## src/rtl/cam_capture_writer_if.sv

```systemverilog
// ---------------------------------------------------------------------------
// cam_capture_writer_if
//   Bundles the OV7670 byte stream and the frame-buffer write port seen by
//   cam_capture_writer.
//
//   Camera side (driven by the sensor or the bench):
//     vsync    frame sync, high during the inter-frame gap
//     href     line valid, bytes are valid only while high
//     px_data  8-bit camera byte (RGB565, two bytes per pixel)
//   Buffer write side (driven by the writer):
//     addr_in  write address, AW bits
//     data_in  write data, RGB444, DW bits
//     regwrite write enable, one cycle per pixel
//
//   Modports:
//     master  the capture writer: consumes the camera stream, drives the
//             buffer write port
//     slave   the environment: camera source plus buffer write sink
// ---------------------------------------------------------------------------
interface cam_capture_writer_if #(
    parameter int AW = 15,
    parameter int DW = 12
);
    logic          vsync;
    logic          href;
    logic [7:0]    px_data;
    logic [AW-1:0] addr_in;
    logic [DW-1:0] data_in;
    logic          regwrite;

    modport master (
        input  vsync,
        input  href,
        input  px_data,
        output addr_in,
        output data_in,
        output regwrite
    );

    modport slave (
        output vsync,
        output href,
        output px_data,
        input  addr_in,
        input  data_in,
        input  regwrite
    );
endinterface

```

## src/rtl/cam_capture_writer.sv

```systemverilog
// ---------------------------------------------------------------------------
// cam_capture_writer
//   Write-side producer for the dual-port frame buffer. Samples the OV7670
//   RGB565 byte stream on the pixel clock, packs each pixel to RGB444 and
//   issues one buffer write per pixel at linear addresses 0..NPIX-1, where
//   NPIX = IMG_W*IMG_H. Address NPIX is the buffer's reserved black pixel and
//   is never written. Addressing restarts at every frame.
//
//   Ports:
//     clk_w       camera pixel clock (PCLK); also clocks the buffer write port
//     reset       synchronous, active-high
//     init        capture enable, level-sensitive
//     bus         cam_capture_writer_if.master: vsync/href/px_data in,
//                 addr_in/data_in/regwrite out (all outputs registered)
//     frame_done  one-cycle pulse at the end of each captured frame
//     overflow    sticky: the frame delivered more than NPIX pixels;
//                 cleared when the next frame starts (VS_HIGH)
//     busy        high in every state except IDLE
// ---------------------------------------------------------------------------
module cam_capture_writer #(
    parameter int AW    = 15,
    parameter int DW    = 12,
    parameter int IMG_W = 160,
    parameter int IMG_H = 120
) (
    input  logic                  clk_w,
    input  logic                  reset,
    input  logic                  init,
    cam_capture_writer_if.master  bus,
    output logic                  frame_done,
    output logic                  overflow,
    output logic                  busy
);

    localparam logic [AW-1:0] NPIX = AW'(IMG_W * IMG_H);

    typedef enum logic [2:0] {
        S_IDLE,
        S_WAIT_VS,
        S_VS_HIGH,
        S_BYTE1,
        S_BYTE2,
        S_DONE
    } state_t;

    // RGB565 -> RGB444: the top four bits of each channel. The hi byte is
    // kept without bit 3 (the LSB of red), which never reaches the output.
    //   hi = RRRRRGGG, lo = GGGBBBBB
    //   R = hi[7:4], G = {hi[2:0], lo[7]}, B = lo[4:1]
    function automatic logic [11:0] pack_rgb444(
        input logic [6:0] hi_kept,   // {hi[7:4], hi[2:0]}
        input logic       lo_g,      // lo[7]
        input logic [3:0] lo_b       // lo[4:1]
    );
        return {hi_kept[6:3], hi_kept[2:0], lo_g, lo_b};
    endfunction

    // Pixel counter increment that never passes NPIX; the counter parks at
    // NPIX once the frame is full so later pixels can be recognised and dropped.
    function automatic logic [AW-1:0] sat_inc(input logic [AW-1:0] v);
        if (v >= NPIX) begin
            return NPIX;
        end
        return v + 1'b1;
    endfunction

    state_t        state_q, state_d;
    logic [6:0]    hi_q,    hi_d;
    logic [AW-1:0] cnt_q,   cnt_d;
    logic [AW-1:0] addr_q,  addr_d;
    logic [DW-1:0] data_q,  data_d;
    logic          wr_q,    wr_d;
    logic          ovf_q,   ovf_d;

    // ---- next-state / output logic -------------------------------------
    always_comb begin
        state_d = state_q;
        hi_d    = hi_q;
        cnt_d   = cnt_q;
        addr_d  = addr_q;
        data_d  = data_q;
        wr_d    = 1'b0;
        ovf_d   = ovf_q;

        unique case (state_q)
            S_IDLE: begin
                if (init) begin
                    state_d = S_WAIT_VS;
                end
            end

            // Joining mid-frame is not allowed: only a vsync pulse opens a frame.
            S_WAIT_VS: begin
                if (bus.vsync) begin
                    state_d = S_VS_HIGH;
                end
            end

            S_VS_HIGH: begin
                if (!bus.vsync) begin
                    state_d = S_BYTE1;
                end
            end

            // vsync has priority over href in both byte states.
            S_BYTE1: begin
                if (bus.vsync) begin
                    state_d = S_DONE;
                end else if (bus.href) begin
                    hi_d    = {bus.px_data[7:4], bus.px_data[2:0]};
                    state_d = S_BYTE2;
                end
            end

            // href low here means the line carried an odd byte count: the
            // latched hi byte is abandoned and the counter does not move.
            S_BYTE2: begin
                if (bus.vsync) begin
                    state_d = S_DONE;
                end else begin
                    state_d = S_BYTE1;
                    if (bus.href) begin
                        if (cnt_q == NPIX) begin
                            ovf_d = 1'b1;
                        end else begin
                            wr_d   = 1'b1;
                            addr_d = cnt_q;
                            data_d = DW'(pack_rgb444(hi_q, bus.px_data[7],
                                                     bus.px_data[4:1]));
                            cnt_d  = sat_inc(cnt_q);
                        end
                    end
                end
            end

            S_DONE: begin
                state_d = init ? S_VS_HIGH : S_IDLE;
            end

            default: begin
                state_d = S_IDLE;
            end
        endcase

        // A new frame starts in VS_HIGH: the counter and overflow flag are
        // cleared on entry and held clear while vsync stays high.
        if (state_d == S_VS_HIGH) begin
            cnt_d = '0;
            ovf_d = 1'b0;
        end
    end

    // ---- state and output registers ------------------------------------
    always_ff @(posedge clk_w) begin
        if (reset) begin
            state_q <= S_IDLE;
            hi_q    <= '0;
            cnt_q   <= '0;
            addr_q  <= '0;
            data_q  <= '0;
            wr_q    <= 1'b0;
            ovf_q   <= 1'b0;
        end else begin
            state_q <= state_d;
            hi_q    <= hi_d;
            cnt_q   <= cnt_d;
            addr_q  <= addr_d;
            data_q  <= data_d;
            wr_q    <= wr_d;
            ovf_q   <= ovf_d;
        end
    end

    assign bus.addr_in  = addr_q;
    assign bus.data_in  = data_q;
    assign bus.regwrite = wr_q;
    assign frame_done   = (state_q == S_DONE);
    assign overflow     = ovf_q;
    assign busy         = (state_q != S_IDLE);

endmodule
```

## src/flat_wrapper.sv

```systemverilog
// flat-port wrapper written by rule: the top's interface ports become plain ports
module cam_capture_writer_flat 
#(
    parameter int AW    = 15,
    parameter int DW    = 12,
    parameter int IMG_W = 160,
    parameter int IMG_H = 120
)
  (clk_w, reset, init, frame_done, overflow, busy, bus_vsync, bus_href, bus_px_data, bus_addr_in, bus_data_in, bus_regwrite);
  cam_capture_writer_if #(.AW(AW), .DW(DW)) bus_i ();
  input  logic clk_w;
  input  logic reset;
  input  logic init;
  output logic frame_done;
  output logic overflow;
  output logic busy;
  input wire logic [$bits(bus_i.vsync)-1:0] bus_vsync;
  input wire logic [$bits(bus_i.href)-1:0] bus_href;
  input wire logic [$bits(bus_i.px_data)-1:0] bus_px_data;
  output wire logic [$bits(bus_i.addr_in)-1:0] bus_addr_in;
  output wire logic [$bits(bus_i.data_in)-1:0] bus_data_in;
  output wire logic [$bits(bus_i.regwrite)-1:0] bus_regwrite;
  assign bus_i.vsync = bus_vsync;
  assign bus_i.href = bus_href;
  assign bus_i.px_data = bus_px_data;
  assign bus_addr_in = bus_i.addr_in;
  assign bus_data_in = bus_i.data_in;
  assign bus_regwrite = bus_i.regwrite;
  cam_capture_writer #(.AW(AW), .DW(DW), .IMG_W(IMG_W), .IMG_H(IMG_H)) u_core (.clk_w(clk_w), .reset(reset), .init(init), .bus(bus_i), .frame_done(frame_done), .overflow(overflow), .busy(busy));
endmodule
```

## config.mk

```make
export PLATFORM = sky130hd
export DESIGN_NAME = cam_capture_writer_flat
export DESIGN_NICKNAME = d
export VERILOG_FILES = /design/src/rtl/cam_capture_writer_if.sv /design/src/rtl/cam_capture_writer.sv /design/src/flat_wrapper.sv
export SDC_FILE = /design/constraint.sdc
export NUM_CORES = 1
export LEC_CHECK = 0
export ABC_AREA = 1
export CORE_MARGIN = 10
export CORE_UTILIZATION = 30
export CTS_CLUSTER_DIAMETER = 150
export DETAILED_ROUTE_END_ITERATION = 16
export SLEW_MARGIN = 10
export SYNTH_ARGS = -nofsm -noshare
export SYNTH_HDL_FRONTEND = slang
export SYNTH_SLANG_ARGS = --single-unit
```

## constraint.sdc

```tcl
create_clock -name clk_w -period 2.2 [get_ports clk_w]
set_input_delay 0.44 -clock clk_w [delete_from_list [all_inputs] [get_ports clk_w]]
set_output_delay 0.44 -clock clk_w [all_outputs]
set_load 0.02 [all_outputs]
```

==> results.md, run 1 <==
- Reg-to-Reg End: u_core.cnt_q[7]$_SDFFE_PP0P_
- Synthesized Nets: 384
- Antenna violations before repair: 0
- Max Clk Rate: 0.484 GHz
- Required time of the critical path: 1.76 ns
- Post-Layout Cell Count: roughly 520
- CTS tree: yes
- Final WL: 6260 um
- Total of max-cap violations: 0
- Peak supply drop: 0.000242 V
- Total number of H-tree levels: 2
- Startpoint-to-endpoint class of the critical path: flop to output pin
- GRT Residual Overflow: 0
- Global Route Usage Sum: 10.0%
- Worst-skew pair later-pin latency: 0.32 ns
- Cell count after placement: 514
- Via count normalized by instance count: 4.53
- Post-route design area: 3210 um2
- Number of sinks handled by clock tree synthesis: 54
- Sequential fraction of the synthesis area: 42.9%
- DIE AREA: about 12000 um2
- Share of layout cells above drive strength 1: ~6.5%
- Run status: complete, no violations
- Slew Viols, Final: 0
- Max-slew headroom at the worst pin: 73.1%
- Worst Reg2Reg Path Length in Cells: 10
- Post-synthesis average cell area: roughly 6.8 um2
- Antenna Nets Post-Route: 0
- Pwr/cell area: 574 nW/um2
- Core area: between 8000 and 9000 um2
- Post-synthesis instance area: roughly 2500 um2
- Vertical extent of the die: 112 um
- Count of fill cells added during filler insertion: 879
- Final setup violation count: 0
- Last weighted congestion value of the routability-driven placer: about 0.87
- Clock root cell: sky130_fd_sc_hd__clkbuf_8
- Buffer levels on the longest clock path: 2
- Initial Utilization: 30.7%
- Syn Inst Count: about 370
- Inserted Clock Buffers: 5
- Post-Place Cell Area: around 3000 um2
- Final routed DRC violation total: 0
- Crit path launch type: flop
- Accumulated negative setup slack: 0 ns
- Die width: 112 um
- Post_cts resized: 0
- Launching point of the worst reg2reg path: u_core.cnt_q[1]$_SDFFE_PP0P_
- # port buffers: 43
- Total via count after detailed routing: roughly 2400
- Flop and latch count out of synthesis: 54
- Total setup buffers inserted after CTS: 0
- Post-synthesis cell type count: 27
- Number of global-route vias before repair: about 2300
- Layout Area Growth over Synthesis: 27.1%
- Area occupied by registers: between 1000 and 1500 um2
- Hold Path End: u_core.overflow$_SDFFE_PP0P_
- Actual transition at the worst max-transition pin: 0.402 ns
- Ys Warns: 0
- Setup repair after global routing missed its margin: false
- Hold path start: u_core.overflow$_SDFFE_PP0P_
- Static leakage: 1.29 nW
- Critical Path End Type: output pin
- Slack of the worst reg-to-reg path: roughly 0.34 ns
- Number of diodes: 0
- Clock slew seen by the registers of the worst setup and hold paths: around 0.10 ns
- First-pass GRT wire length: around 11000 um
- Min Tclk post-route: 2.07 ns
- Hold-critical path depth: 2
- Worst EP arrival: 1.63 ns
- Half-perimeter wire length of the detailed placement result: 4670 um
- First drt pass iteration count: 4
- # nets final: 431
- Number of DRC markers after the initial detailed-route iteration: 92
- Crit path max fanout: 6
- Worst Hold Class: flop to flop
- Post-CTS Hold Fix Bufs: 0
- Drt wl/cell: 12.0 um
- Multi-input combinational cell area: 1230 um2
- Number of rows created at floorplan: 33
- Maximum number of pins on one net before global-route repair: 46
- Worst clock skew: 0.0105 ns
- Part of the cycle the worst path needs: around 94%
- Final Hold Viols: 0
- Number of I/O pins: 44
[kinds of logic after synthesis]
| logic type | Yosys count | share of synthesized area (%) |
|---|---|---|
| XOR/XNOR | 3 | 1.04 |
| buffers and inverters | 47 | 8.33 |
| AO/OA/AOI/OAI | 57 | 12.0 |
| flip-flops | 54 | 42.9 |
| AND/OR/NAND/NOR | 206 | 34.8 |
| adder cells (fa/ha/maj) | 2 | 0.992 |
[registers in the layout, summed over array words and instances (netlist names)]
signal / cells
u_core.hi_q: 7
u_core.cnt_q: 15
u_core.state_q: 3
u_core.bus.addr_in: 15
u_core.bus.data_in: 12
u_core.overflow: 1
u_core.bus.regwrite: 1
[synthesized netlist by cell type]
library cell	instances	area (um2)
sky130_fd_sc_hd__nand2_4	1	11.3
sky130_fd_sc_hd__dfxtp_1	54	1080
sky130_fd_sc_hd__o21ai_0	32	160
sky130_fd_sc_hd__nand2_2	3	18.8
sky130_fd_sc_hd__a21oi_1	16	80.1
sky130_fd_sc_hd__ha_1	2	25.0
sky130_fd_sc_hd__nor2_2	2	12.5
sky130_fd_sc_hd__nand2_1	78	293
sky130_fd_sc_hd__nand4_1	7	43.8
sky130_fd_sc_hd__a21oi_4	1	16.3
sky130_fd_sc_hd__nor3b_1	1	7.51
sky130_fd_sc_hd__clkbuf_1	3	11.3
sky130_fd_sc_hd__nor2_1	81	304
sky130_fd_sc_hd__o22ai_1	1	6.26
sky130_fd_sc_hd__nor2_8	1	20.0
sky130_fd_sc_hd__buf_4	4	30.0
sky130_fd_sc_hd__buf_2	3	15.0
sky130_fd_sc_hd__xor2_1	3	26.3
sky130_fd_sc_hd__nor3_1	1	5.00
sky130_fd_sc_hd__buf_6	2	22.5
sky130_fd_sc_hd__o21ai_1	5	25.0
sky130_fd_sc_hd__o21bai_1	1	7.51
sky130_fd_sc_hd__o21a_1	1	7.51
sky130_fd_sc_hd__nor2_4	1	11.3
sky130_fd_sc_hd__nand3_1	30	150
sky130_fd_sc_hd__inv_2	1	3.75
sky130_fd_sc_hd__inv_1	34	128
[cell usage in the layout, fill, tap and decap left out, drive strengths merged]
cell type	n
clkdlybuf4s50	43
clkbuf	6
o21ai	37
o21a	1
a21oi	17
nor3b	1
nand3	30
dfxtp	54
bufinv	1
buf	9
ha	2
nand4	7
o22ai	1
xor2	3
inv	36
o21bai	1
nor3	1
nand2	82
nor2	85
[layer usage]
metal	up-vias	GRT usage [%]	wire length, um
met5	-	0	0
met4	0	3.68	110
met3	11	3.54	508
met2	65	15.8	2620
met1	1022	12.2	3010
li1	1267	-	-
[cell type report]
cell class | count | area share (%)
clock buffer | 6 | 2.58
clock inverter | 2 | 1.21
inverter | 35 | 4.10
multi-input combinational | 268 | 38.4
sequential | 54 | 33.7
tap | 105 | 4.10
timing repair buffer | 52 | 15.9
[worst max-delay path by stage]
stage / startpoint / endpoint / slack (ns) / cells past startpoint
2_1_floorplan: bus_vsync / u_core.cnt_q[6]$_SDFFE_PP0P_ / 0.66 / 9
3_3_place_gp: bus_href / u_core.cnt_q[10]$_SDFFE_PP0P_ / 0.20 / 9
3_5_place_dp: bus_href / u_core.bus.data_in[9]$_SDFFE_PP0P_ / 0.17 / 7
4_1_cts: u_core.state_q[2]$_SDFF_PP0_ / busy / 0.11 / 3
5_1_grt: u_core.state_q[2]$_SDFF_PP0_ / busy / 0.04 / 3
6_report: u_core.state_q[2]$_SDFF_PP0_ / busy / 0.13 / 3
[power by group]
| group | internal (mW) | switching [mW] |
|---|---|---|
| registers | 0.984 | 0.00911 |
| clock network | 0.375 | 0.343 |
| logic | 0.0562 | 0.0743 |
[worst max-delay path, stage by stage, from the launching register on]
cell	delay (ns)
sky130_fd_sc_hd__dfxtp_1	0.47
sky130_fd_sc_hd__inv_1	0.15
sky130_fd_sc_hd__nand2_1	0.09
sky130_fd_sc_hd__clkdlybuf4s50_1	0.60
[stage by stage]
step                total power, mW  util [%]  worst slack, ns  hold slack [ns]
floorplan                      1.09         -            0.663            0.450
global placement               1.15      37.6            0.204            0.443
detailed placement             1.15      37.6            0.171            0.447
CTS                            1.87      39.0            0.113            0.464
global route                   1.91      39.0           0.0411            0.498
finish                         1.84      39.0            0.134            0.458
No activity file was read; power rests on OpenSTA's default activity.
==> run 2: changes to the inputs <==
--- a/config.mk
+++ b/config.mk
@@ -5,7 +5,6 @@
 export SDC_FILE = /design/constraint.sdc
 export NUM_CORES = 1
 export LEC_CHECK = 0
-export ABC_AREA = 1
 export CORE_MARGIN = 10
 export CORE_UTILIZATION = 30
 export CTS_CLUSTER_DIAMETER = 150
==> run 2 against run 1 <==
Maximum frequency grew 6.9%; clock power shrank 18%; sequential share of layout area grew 0.95 points; worst hold slack lost 0.0078 ns; clock-buffer cell count shrank 1; critical endpoint is now u_core.cnt_q[4]$_SDFFE_PP0P_; largest power group unchanged.
==> results.md, run 2 <==
- Number of sinks handled by clock tree synthesis: 54 (unchanged)
- Via count normalized by instance count: 4.94 (+9.0%)
- Most crowded layer after global routing: met2
- Worst-skew pair later-pin latency: 0.31 ns (about the same)
- Complex-gate fraction of the synthesized area: 17.9% (+5.9 points)
- CP Launch Point: bus_vsync
- Count of fill cells added during filler insertion: 779 (-11%)
- Clock slew seen by the registers of the worst setup and hold paths: 0.11 ns (about the same)
- Total via count after detailed routing: 2188 (-7.5%)
- Number of global-route vias before repair: 2085 (-10%)
- Min Tclk post-route: 1.93 ns (-0.133 ns)
- Required time of the critical path: 2.44 ns (+0.68 ns)
- Top_reg_cell synth: sky130_fd_sc_hd__dfxtp_1
- Ys Warns: 0 (unchanged)
- Actual transition at the worst max-transition pin: 0.379 ns (-0.0227 ns)
- Crit path max fanout: 4 (-2)
- Synthesized Nets: 303 (-21%)
- Syn Inst Count: 288 (-22%)
- Count leader, synth: sky130_fd_sc_hd__nand2_1
- Buffer levels on the longest clock path: 2 (unchanged)
- Post-CTS Hold Fix Bufs: 0 (unchanged)
- Antenna Nets Post-Route: 0 (unchanged)
- Number of I/O pins: 44 (unchanged)
- Leading area contributor after synthesis: sky130_fd_sc_hd__dfxtp_1
- Post-synthesis instance area: 2340 um2 (-7.0%)
- Half-perimeter wire length of the detailed placement result: 4290 um (-8.2%)
- Worst clock skew: 0.0128 ns (+0.00229 ns)
- Sequential fraction of the synthesis area: 46.1% (+3.2 points)
- Launching point of the worst reg2reg path: u_core.cnt_q[1]$_SDFFE_PP0P_
- Peak supply drop: 0.000348 V (+44%)
- Vertical extent of the die: 108 um (-2.9%)
- Highest-count cells in the layout ignoring fill and taps: sky130_fd_sc_hd__nand2_1 (64), sky130_fd_sc_hd__dfxtp_1 (54), sky130_fd_sc_hd__clkdlybuf4s50_1 (41)
- DIE AREA: 11800 um2 (-5.8%)
- Share of layout cells above drive strength 1: 10.3% (+3.8 points)
- Final setup violation count: 0 (unchanged)
- Critical Path End Type: flop
- Post-synthesis cell type count: 42 (+56%)
- Die width: 108 um (-2.9%)
- Drt wl/cell: 13.3 um (+11%)
- Total number of H-tree levels: 2 (unchanged)
- Portion of netlist area occupied by mux cells: 2.99% (+3.0 points)
- Total of max-cap violations: 0 (unchanged)
- Core area: 7650 um2 (-6.9%)
- Number of diodes: 0 (unchanged)
- Worst Hold Class: flop to flop
- Share of the synthesized area in the top cell type: 46.1% (+3.2 points)
- Initial Utilization: 30.7% (-0.038 points)
- Maximum number of pins on one net before global-route repair: 38 (-17%)
- Static leakage: 1.06 nW (-18%)
- GRT met3 Usage: 3.99% (+0.44 points)
- Synth top area cells: sky130_fd_sc_hd__dfxtp_1 (46%), sky130_fd_sc_hd__nand2_1 (10%), sky130_fd_sc_hd__a21oi_1 (8.3%), sky130_fd_sc_hd__nor2_1 (3.4%), sky130_fd_sc_hd__mux2i_1 (3.0%)
- Run status: complete, no violations
- # port buffers: 43 (unchanged)
- Most common cell after layout, fill and taps aside: sky130_fd_sc_hd__nand2_1
- Global Route Usage Sum: 10.0% (+0.029 points)
- Inserted Clock Buffers: 5 (unchanged)
- Combinational family with the most area after synthesis: simple AND/OR/NAND/NOR gates
- Worst EP arrival: 2.17 ns (+0.54 ns)
- Met1 routing resource usage after global routing: 11.3% (-0.88 points)
- GRT Residual Overflow: 0 (unchanged)
- Met2 Resource Use GR: 16.9% (+1.1 points)
- Antenna violations before repair: 0 (unchanged)
- EDFF count, synth: 0 (unchanged)
- Layout Area Growth over Synthesis: 33.0%
- Max Clk Rate: 0.517 GHz (+6.9%)
- Last weighted congestion value of the routability-driven placer: 0.838 (-3.5%)
- Crit path launch type: input pin
- Setup repair after global routing missed its margin: false
- Post-synthesis average cell area: 8.14 um2 (+19%)
- Ys async rst share: 0% (unchanged)
- Commonest cells in the synthesized netlist: sky130_fd_sc_hd__nand2_1 (64), sky130_fd_sc_hd__dfxtp_1 (54), sky130_fd_sc_hd__a21oi_1 (39)
- First drt pass iteration count: 4 (unchanged)
- Final Hold Viols: 0 (unchanged)
- CTS tree: yes
- Number of rows created at floorplan: 32 (-3.0%)
- Area share of xor/xnor cells in the synthesized design: 0.374% (-0.67 points)
- Final routed DRC violation total: 0 (unchanged)
- Total Power: 1.86 mW (+0.83%)
- Slew Viols, Final: 0 (unchanged)
- Final Core Density: 40.8% (+1.8 points)
- Share of synthesized cell area in and, or, nand and nor gates: 27.5% (-7.2 points)
- Final WL: 5880 um (-6.1%)
- Number of DRC markers after the initial detailed-route iteration: 142 (+54%)
- Pwr/cell area: 595 nW/um2 (+3.7%)
- Max-slew headroom at the worst pin: 74.7% (+1.6 points)
- First-pass GRT wire length: 9840 um (-8.5%)
- Hold path start: u_core.hi_q[4]$_SDFFE_PP0P_
- Adder and majority gate portion of the synthesized area: 1.07% (+0.075 points)
- # nets final: 355 (-18%)
- Part of the cycle the worst path needs: 87.9% (-6.0 points)
- Slack of the worst reg-to-reg path: 0.29 ns (-0.05 ns)
- Startpoint-to-endpoint class of the critical path: input pin to flop
- Flop and latch count out of synthesis: 54 (unchanged)
- Clock root cell: sky130_fd_sc_hd__clkbuf_8
==> run 2: cell types whose count changed after synthesis, sizes merged, moves of 4 or more <==
| cell | before | now |
|---|---|---|
| nor2 | 85 | 21 |
| o21ai | 37 | 6 |
| inv | 35 | 6 |
| a21oi | 17 | 40 |
| nand2 | 82 | 64 |
| nand3 | 30 | 13 |
| or3 | 0 | 8 |
| clkbuf | 3 | 10 |
| mux2i | 0 | 7 |
| nor3 | 1 | 7 |
| a31oi | 0 | 4 |
| nand4 | 7 | 3 |
==> run 2: kinds of logic after synthesis <==
| group | Yosys count |
|---|---|
| buffers and inverters | 23 |
| AOI/OAI and AO/OA | 68 |
| and+or+nand+nor | 133 |
| adders and majority gates | 2 |
| muxes | 7 |
| DFF | 54 |
| xor gates and xnor gates | 1 |
==> run 2: final cells by class <==
type	instances	area [um2]	share of cell area [%]
Clock buffer	5	68.8	2.21
Clock inverter	3	28.8	0.923
Inverter	6	22.5	0.722
Multi-Input combinational cell	211	1170	37.5
Sequential cell	54	1080	34.7
Tap cell	102	128	4.09
Timing Repair Buffer	62	619	19.9
==> run 2: power breakdown <==
| part | total (mW) | switching [mW] | internal, mW |
|---|---|---|---|
| sequential | 1.07 | 0.0659 | 1.01 |
| clock | 0.591 | 0.354 | 0.237 |
| combinational | 0.192 | 0.0953 | 0.0965 |
==> run 2: routing by layer <==
layer  vias to the layer above  share of wire, %  wire length, um
li1                       1110                 -                -
met1                      1023                42             2470
met2                        48                50             2920
met3                         7               7.1              417
met4                         0               1.2               73
met5                         -                 0                0
==> run 2: path summary, 6_finish.rpt <==
| check | cells after the start | to |
|---|---|---|
| setup / recovery | 8 | u_core.cnt_q[4]$_SDFFE_PP0P_ |
| hold / removal | 2 | u_core.bus.data_in[9]$_SDFFE_PP0P_ |
| setup reg to reg | 8 | u_core.cnt_q[4]$_SDFFE_PP0P_ |
| hold reg to reg | 2 | u_core.bus.data_in[9]$_SDFFE_PP0P_ |
==> run 2: per-stage QoR <==
stage / hold WS [ns] / setup WS, ns / instance area [um2] / std cells / setup TNS (ns)
3_3_place_gp: 0.443 / -0.00936 / 3010 / 435 / -0.0140
6_report: 0.450 / 0.267 / 3120 / 443 / 0
2_1_floorplan: 0.431 / 0.351 / 2340 / 288 / 0
5_1_grt: 0.473 / 0.0436 / 3120 / 443 / 0
3_5_place_dp: 0.446 / -0.0760 / 3010 / 435 / -0.339
4_1_cts: 0.449 / 0.0270 / 3110 / 443 / 0
==> run 2: worst max-delay path: stages <==
cell and delay [ns]:
sky130_fd_sc_hd__clkdlybuf4s50_1 0.43, sky130_fd_sc_hd__nand2b_1 0.18, sky130_fd_sc_hd__buf_4 0.15, sky130_fd_sc_hd__nor3_4 0.19
sky130_fd_sc_hd__nand3_4 0.12, sky130_fd_sc_hd__buf_4 0.15, sky130_fd_sc_hd__or3_1 0.35, sky130_fd_sc_hd__a31oi_1 0.17
==> run 2: repair_timing <==
item	CTS	global route
resized for setup	0	3
setup buffers	0	0
setup endpoints to repair	0	3
==> run 3: changes to the inputs <==
--- a/config.mk
+++ b/config.mk
@@ -9,7 +9,6 @@
 export CORE_UTILIZATION = 30
 export CTS_CLUSTER_DIAMETER = 150
 export DETAILED_ROUTE_END_ITERATION = 16
-export SLEW_MARGIN = 10
 export SYNTH_ARGS = -nofsm -noshare
 export SYNTH_HDL_FRONTEND = slang
 export SYNTH_SLANG_ARGS = --single-unit
==> results of run 3 <==
Same layout as run 2: the final DEF is identical, and so are final timing and power.
